==> config.mk <==
export PLATFORM = sky130hd
export DESIGN_NAME = draw_score
export DESIGN_NICKNAME = d
export VERILOG_FILES = /design/src/rtl/draw_score.sv
export SDC_FILE = /design/constraint.sdc
export NUM_CORES = 1
export LEC_CHECK = 0
export CELL_PAD_IN_SITES_DETAIL_PLACEMENT = 1
export CELL_PAD_IN_SITES_GLOBAL_PLACEMENT = 1
export CORE_MARGIN = 3
export CORE_UTILIZATION = 38
export DETAILED_ROUTE_END_ITERATION = 6
export PLACE_DENSITY = 0.74
export SETUP_SLACK_MARGIN = 0.5
export SKIP_LAST_GASP = 1
export SLEW_MARGIN = 20
export SYNTH_ARGS = -nofsm -noshare
export SYNTH_HDL_FRONTEND = slang
export SYNTH_SLANG_ARGS = --single-unit
==> constraint.sdc <==
create_clock -name pclk -period 3.2 [get_ports pclk]
set_input_delay 0.8 -clock pclk [delete_from_list [all_inputs] [get_ports pclk]]
set_output_delay 0.8 -clock pclk [all_outputs]
set_load 0.1 [all_outputs]
==> src/rtl/draw_score.sv <==
// rtl/draw_score.sv - two-digit 4x-scaled score overlay with change flash, 2-cycle pipeline
module draw_score #(
   parameter logic [10:0] X_POS        = 11'd16,
   parameter logic [10:0] Y_POS        = 11'd16,
   parameter logic [11:0] FG_COLOR     = 12'hFFF,
   parameter logic [11:0] FLASH_COLOR  = 12'hFF0,
   parameter logic [5:0]  FLASH_FRAMES = 6'd30
) (
   input  logic        pclk,
   input  logic        rst,
   input  logic [10:0] hcount_in,
   input  logic [10:0] vcount_in,
   input  logic        hsync_in,
   input  logic        vsync_in,
   input  logic        hblnk_in,
   input  logic        vblnk_in,
   input  logic [11:0] rgb_in,
   input  logic [3:0]  score,
   output logic [10:0] hcount_out,
   output logic [10:0] vcount_out,
   output logic        hsync_out,
   output logic        vsync_out,
   output logic        hblnk_out,
   output logic        vblnk_out,
   output logic [11:0] rgb_out
);

   // 8x8 glyphs packed row 0 in the top byte; bit 7 of each row is the leftmost pixel
   function automatic logic [7:0] glyph_row(input logic [3:0] d, input logic [2:0] r);
      logic [63:0] g;
      case (d)
         4'd0:    g = 64'h3C666E7666663C00;
         4'd1:    g = 64'h1838181818187E00;
         4'd2:    g = 64'h3C66060C18307E00;
         4'd3:    g = 64'h3C66061C06663C00;
         4'd4:    g = 64'h0C1C3C6C7E0C0C00;
         4'd5:    g = 64'h7E607C0606663C00;
         4'd6:    g = 64'h3C607C6666663C00;
         4'd7:    g = 64'h7E060C1830303000;
         4'd8:    g = 64'h3C66663C66663C00;
         4'd9:    g = 64'h3C66663E060C3800;
         default: g = 64'h0;
      endcase
      glyph_row = g[{3'd7 - r, 3'b000} +: 8];
   endfunction

   logic [3:0]  score_q, score_d;
   logic [5:0]  flash_cnt_q, flash_cnt_d;

   logic [10:0] rel_x, rel_y;
   logic        in_box, frame_start, tens, cell_visible;
   logic [3:0]  ones, cell_digit;

   logic        s1_in_box_q, s1_vis_q, s1_flash_q;
   logic [3:0]  s1_digit_q;
   logic [2:0]  s1_row_q, s1_col_q;
   logic [10:0] s1_hcount_q, s1_vcount_q;
   logic        s1_hsync_q, s1_vsync_q, s1_hblnk_q, s1_vblnk_q;
   logic [11:0] s1_rgb_q;

   logic [10:0] s2_hcount_q, s2_vcount_q;
   logic        s2_hsync_q, s2_vsync_q, s2_hblnk_q, s2_vblnk_q;
   logic [11:0] s2_rgb_q, rgb_d;
   logic [7:0]  font_bits;
   logic        pix_on;
   logic        unused_bits;

   assign rel_x       = hcount_in - X_POS;
   assign rel_y       = vcount_in - Y_POS;
   // Bounds use the raw counters with a carry bit so a box near the right/bottom edge never wraps
   assign in_box      = (hcount_in >= X_POS) && ({1'b0, hcount_in} < ({1'b0, X_POS} + 12'd64)) &&
                        (vcount_in >= Y_POS) && ({1'b0, vcount_in} < ({1'b0, Y_POS} + 12'd32));
   assign frame_start = (hcount_in == 11'd0) && (vcount_in == 11'd0);

   assign tens         = (score_q >= 4'd10);
   assign ones         = tens ? (score_q - 4'd10) : score_q;
   assign cell_digit   = rel_x[5] ? ones : {3'b000, tens};
   assign cell_visible = rel_x[5] | tens;
   assign unused_bits  = ^{rel_x[10:6], rel_x[1:0], rel_y[10:5], rel_y[1:0]};

   always_comb begin
      score_d     = score_q;
      flash_cnt_d = flash_cnt_q;
      if (frame_start) begin
         score_d = score;
         if (score != score_q) begin
            flash_cnt_d = FLASH_FRAMES;
         end else if (flash_cnt_q != 6'd0) begin
            flash_cnt_d = flash_cnt_q - 6'd1;
         end
      end
   end

   always_ff @(posedge pclk) begin
      if (rst) begin
         score_q     <= 4'd0;
         flash_cnt_q <= 6'd0;
      end else begin
         score_q     <= score_d;
         flash_cnt_q <= flash_cnt_d;
      end
   end

   always_ff @(posedge pclk) begin
      if (rst) begin
         s1_in_box_q <= 1'b0;
         s1_vis_q    <= 1'b0;
         s1_flash_q  <= 1'b0;
         s1_digit_q  <= 4'd0;
         s1_row_q    <= 3'd0;
         s1_col_q    <= 3'd0;
         s1_hcount_q <= 11'd0;
         s1_vcount_q <= 11'd0;
         s1_hsync_q  <= 1'b0;
         s1_vsync_q  <= 1'b0;
         s1_hblnk_q  <= 1'b0;
         s1_vblnk_q  <= 1'b0;
         s1_rgb_q    <= 12'h000;
      end else begin
         s1_in_box_q <= in_box;
         s1_vis_q    <= cell_visible;
         s1_flash_q  <= (flash_cnt_q != 6'd0);
         s1_digit_q  <= cell_digit;
         s1_row_q    <= rel_y[4:2];
         s1_col_q    <= rel_x[4:2];
         s1_hcount_q <= hcount_in;
         s1_vcount_q <= vcount_in;
         s1_hsync_q  <= hsync_in;
         s1_vsync_q  <= vsync_in;
         s1_hblnk_q  <= hblnk_in;
         s1_vblnk_q  <= vblnk_in;
         s1_rgb_q    <= rgb_in;
      end
   end

   assign font_bits = glyph_row(s1_digit_q, s1_row_q);
   assign pix_on    = s1_in_box_q && s1_vis_q && font_bits[3'd7 - s1_col_q];

   always_comb begin
      rgb_d = s1_rgb_q;
      if (s1_hblnk_q || s1_vblnk_q) begin
         rgb_d = 12'h000;
      end else if (pix_on) begin
         rgb_d = s1_flash_q ? FLASH_COLOR : FG_COLOR;
      end
   end

   always_ff @(posedge pclk) begin
      if (rst) begin
         s2_hcount_q <= 11'd0;
         s2_vcount_q <= 11'd0;
         s2_hsync_q  <= 1'b0;
         s2_vsync_q  <= 1'b0;
         s2_hblnk_q  <= 1'b0;
         s2_vblnk_q  <= 1'b0;
         s2_rgb_q    <= 12'h000;
      end else begin
         s2_hcount_q <= s1_hcount_q;
         s2_vcount_q <= s1_vcount_q;
         s2_hsync_q  <= s1_hsync_q;
         s2_vsync_q  <= s1_vsync_q;
         s2_hblnk_q  <= s1_hblnk_q;
         s2_vblnk_q  <= s1_vblnk_q;
         s2_rgb_q    <= rgb_d;
      end
   end

   assign hcount_out = s2_hcount_q;
   assign vcount_out = s2_vcount_q;
   assign hsync_out  = s2_hsync_q;
   assign vsync_out  = s2_vsync_q;
   assign hblnk_out  = s2_hblnk_q;
   assign vblnk_out  = s2_vblnk_q;
   assign rgb_out    = s2_rgb_q;

endmodule
==> results.ini <==
[clock_network]
post_cts_buffers = 0
clk_pin_slew_ns = 0.10
clock_latency_ns = 0.36
cts-root-buf = clkbuf_8
cts-resized-gates = 0
cts_made_buffers = 9
cts_sinks = 95
clk_path_buf_depth = 2
cts_tree = done
hold_buffers = 0
htree_levels = 3

[routing]
wl_per_cell_um = 16.6
drtAntennaViolNets = 0
met1_length_mm = 4.48
drtIter0Drc = 163
top_layer = met4
vias = 3122
routed_via_density = 5.10
wl_met2_mm = 5.05
route.met3.wl_um = 463
first_pass_iters = 6
drt-total-wl_mm = 10.2
drc = 0

[placement]
routabilityCongestion = 0.800
io_buffers = 81
hpwlAfterDp_mm = 7.51
dpl_cell_area_um2 = 4680

[floorplan]
dieWidth_um = 107
ioPinCount = 82
num_rows = 36
core_um2 = 9820
die_area_um2 = 11400
initial_utilization_pct = 39.3
die_height_um = 107

[logic_synthesis]
synth-seq-area-share_pct = 49.3
async_flop_share_pct = 0
synth_nets = 453
synth_area_um2 = 3860
yosysUniqueCellTypes = 57
ys.flop_type = dfxtp_1
avgSynthCellArea_um2 = 9.68
yosysWarnings = 0
syn_inst = 399
synth_edf_count = 0
ys_seq_elements = 95

[pwr]
pwr-share-seq_pct = 53.4
swShare_pct = 29.5
p_sw_w = 0.000690
p_leak_nw = 1.90
ir_worst_vdd_mv = 0.246
cellPowerDensity_nw_per_um2 = 478
p_comb_share_pct = 15.7
pwr-share-clk_pct = 31.0
p_int_w = 0.00165
p_total_w = 0.00234

[worst_hold_path]
hp-class = flop to flop

[timing]
setup_viol = 0
rsz0062_at_grt = yes
skew_ns = 0.0149
final_hold_viol_count = 0
slew_headroom_pct = 55.0
min_period_ns = 2.55
fin_tns_setup_ns = 0
maxSlewViolCount = 0
fmax_mhz = 392
worstMarginPinSlew_ns = 0.675
min_period_over_period_pct = 79.7

[grt]
grt_pass1_vias = 3301
antenna_found_initial = 0
grt_max_degree = 39
grt_overflow = 0
grt_usage_pct = 18.1
grt_pass1_wl_mm = 16.5

[final_layout]
final_area_um2 = 4900
final_common_cell = dfxtp_1
syn2layout_area_growth_pct = 26.8
diodes = 0
nets = 529
final_cell_mix = 93 x dfxtp_1, 68 x nor2b_1, 47 x buf_4
layout-drive-gt1-share_pct = 16.7

[setup_path]
crit_fanout = 12
required_ns = 3.45
start_kind = flop
worst_ep_arrival_time_ns = 2.80
cp-end-kind = flop
crit_type = flop to flop
rrSetupSlack_ns = 0.65

[run_status]
status = complete, no violations

[job]
drv_cap = 0

## power groups by stage
stage,clock [W],combinational (W),sequential (W)
final,0.000725,0.000366,0.00125
after floorplan,0,0.000109,0.00140
after global routing,0.000796,0.000389,0.00125
after detailed placement,0,0.000363,0.00128
after global placement,0,0.000357,0.00127
after CTS,0.000752,0.000364,0.00125
## layer usage
layer | vias to the layer above | track usage [%]
li1 | 1536 | -
met1 | 1499 | 22.2
met2 | 72 | 31.1
met3 | 15 | 4.82
met4 | 0 | 5.57
met5 | - | 0
## worst paths after layout
check	from	to	cells after the start
worst max-delay path	s1_digit_q[1]	rgb_out[11]	10
worst min-delay path	s1_rgb_q[3]	rgb_out[3]	2
worst max register to register	s1_digit_q[1]	rgb_out[11]	10
worst min register to register	s1_rgb_q[3]	rgb_out[3]	2
## worst max-delay path: stages, from the launching register on
cell	delay (ns)
dfxtp_1	0.34
inv_1	0.05
buf_4	0.16
ha_1	0.25
and3b_1	0.21
a2111oi_2	0.42
o32ai_1	0.15
a31oi_1	0.23
nand4_1	0.21
o21a_4	0.22
o21a_1	0.19
## sequential cells by signal, summed over array words and instances (netlist names)
signal / cells
flash_cnt_q: 6
hblnk_out: 1
hcount_out: 11
hsync_out: 1
rgb_out: 12
s1_col_q: 3
s1_digit_q: 4
s1_flash_q: 1
s1_hblnk_q: 1
s1_hcount_q: 9
s1_hsync_q: 1
s1_in_box_q: 1
s1_rgb_q: 12
s1_row_q: 3
s1_vblnk_q: 1
s1_vcount_q: 9
s1_vis_q: 1
s1_vsync_q: 1
score_q: 4
vblnk_out: 1
vcount_out: 11
vsync_out: 1
## kinds of logic after synthesis
family | share of synthesized area, %
simple gates | 23.4
xor+xnor | 1.59
buf+inv | 4.73
compound gates | 14.9
mux | 2.92
fa+ha+maj | 3.24
flops | 49.3
## final cells by class
class	count	area [µm²]
Clock buffer	9	124
Clock inverter	6	53.8
Fill cell	1148	4920
Inverter	14	52.6
Multi-Input combinational cell	265	1820
Sequential cell	95	1900
Tap cell	133	166
Timing Repair Buffer	90	778
## cell usage after synthesis, types with 2 or more instances
cell	number	share of area (%)
nand4_1	2	0.32
nor4b_1	3	0.68
inv_1	13	1.3
nor4_1	6	0.97
xnor2_1	7	1.6
nand2_1	16	1.6
o221ai_1	2	0.45
o21a_1	10	1.9
nor4bb_1	2	0.52
nor2_1	24	2.3
o21ai_1	2	0.26
buf_6	3	0.87
clkbuf_1	15	1.5
nand3_1	4	0.52
o211ai_1	4	0.78
a21o_1	2	0.39
dfxtp_1	95	49
a2111oi_0	2	0.45
o21ai_0	14	1.8
nand2b_1	6	0.97
buf_4	2	0.39
o31ai_1	3	0.58
nor3_1	7	0.91
buf_2	4	0.52
ha_1	10	3.2
o2111ai_1	6	1.4
a21oi_1	22	2.9
a21boi_0	2	0.39
nor2b_1	69	11
o32ai_1	2	0.45
a211oi_1	2	0.39
mux2_2	2	0.58
mux2i_1	9	2.3
and3b_1	3	0.68
a221oi_1	2	0.45
## metrics by stage
step / hold slack [ns] / instances / util [%] / setup slack (ns)
after global routing: 0.471 / 612 / 49.9 / 0.493
after floorplan: 0.414 / 399 / - / 0.733
after global placement: 0.418 / 597 / 47.6 / 0.306
after detailed placement: 0.428 / 597 / 47.6 / 0.309
final: 0.436 / 612 / 49.9 / 0.651
after CTS: 0.439 / 612 / 49.4 / 0.502
Note: power is estimated with default switching activity, not from simulation.
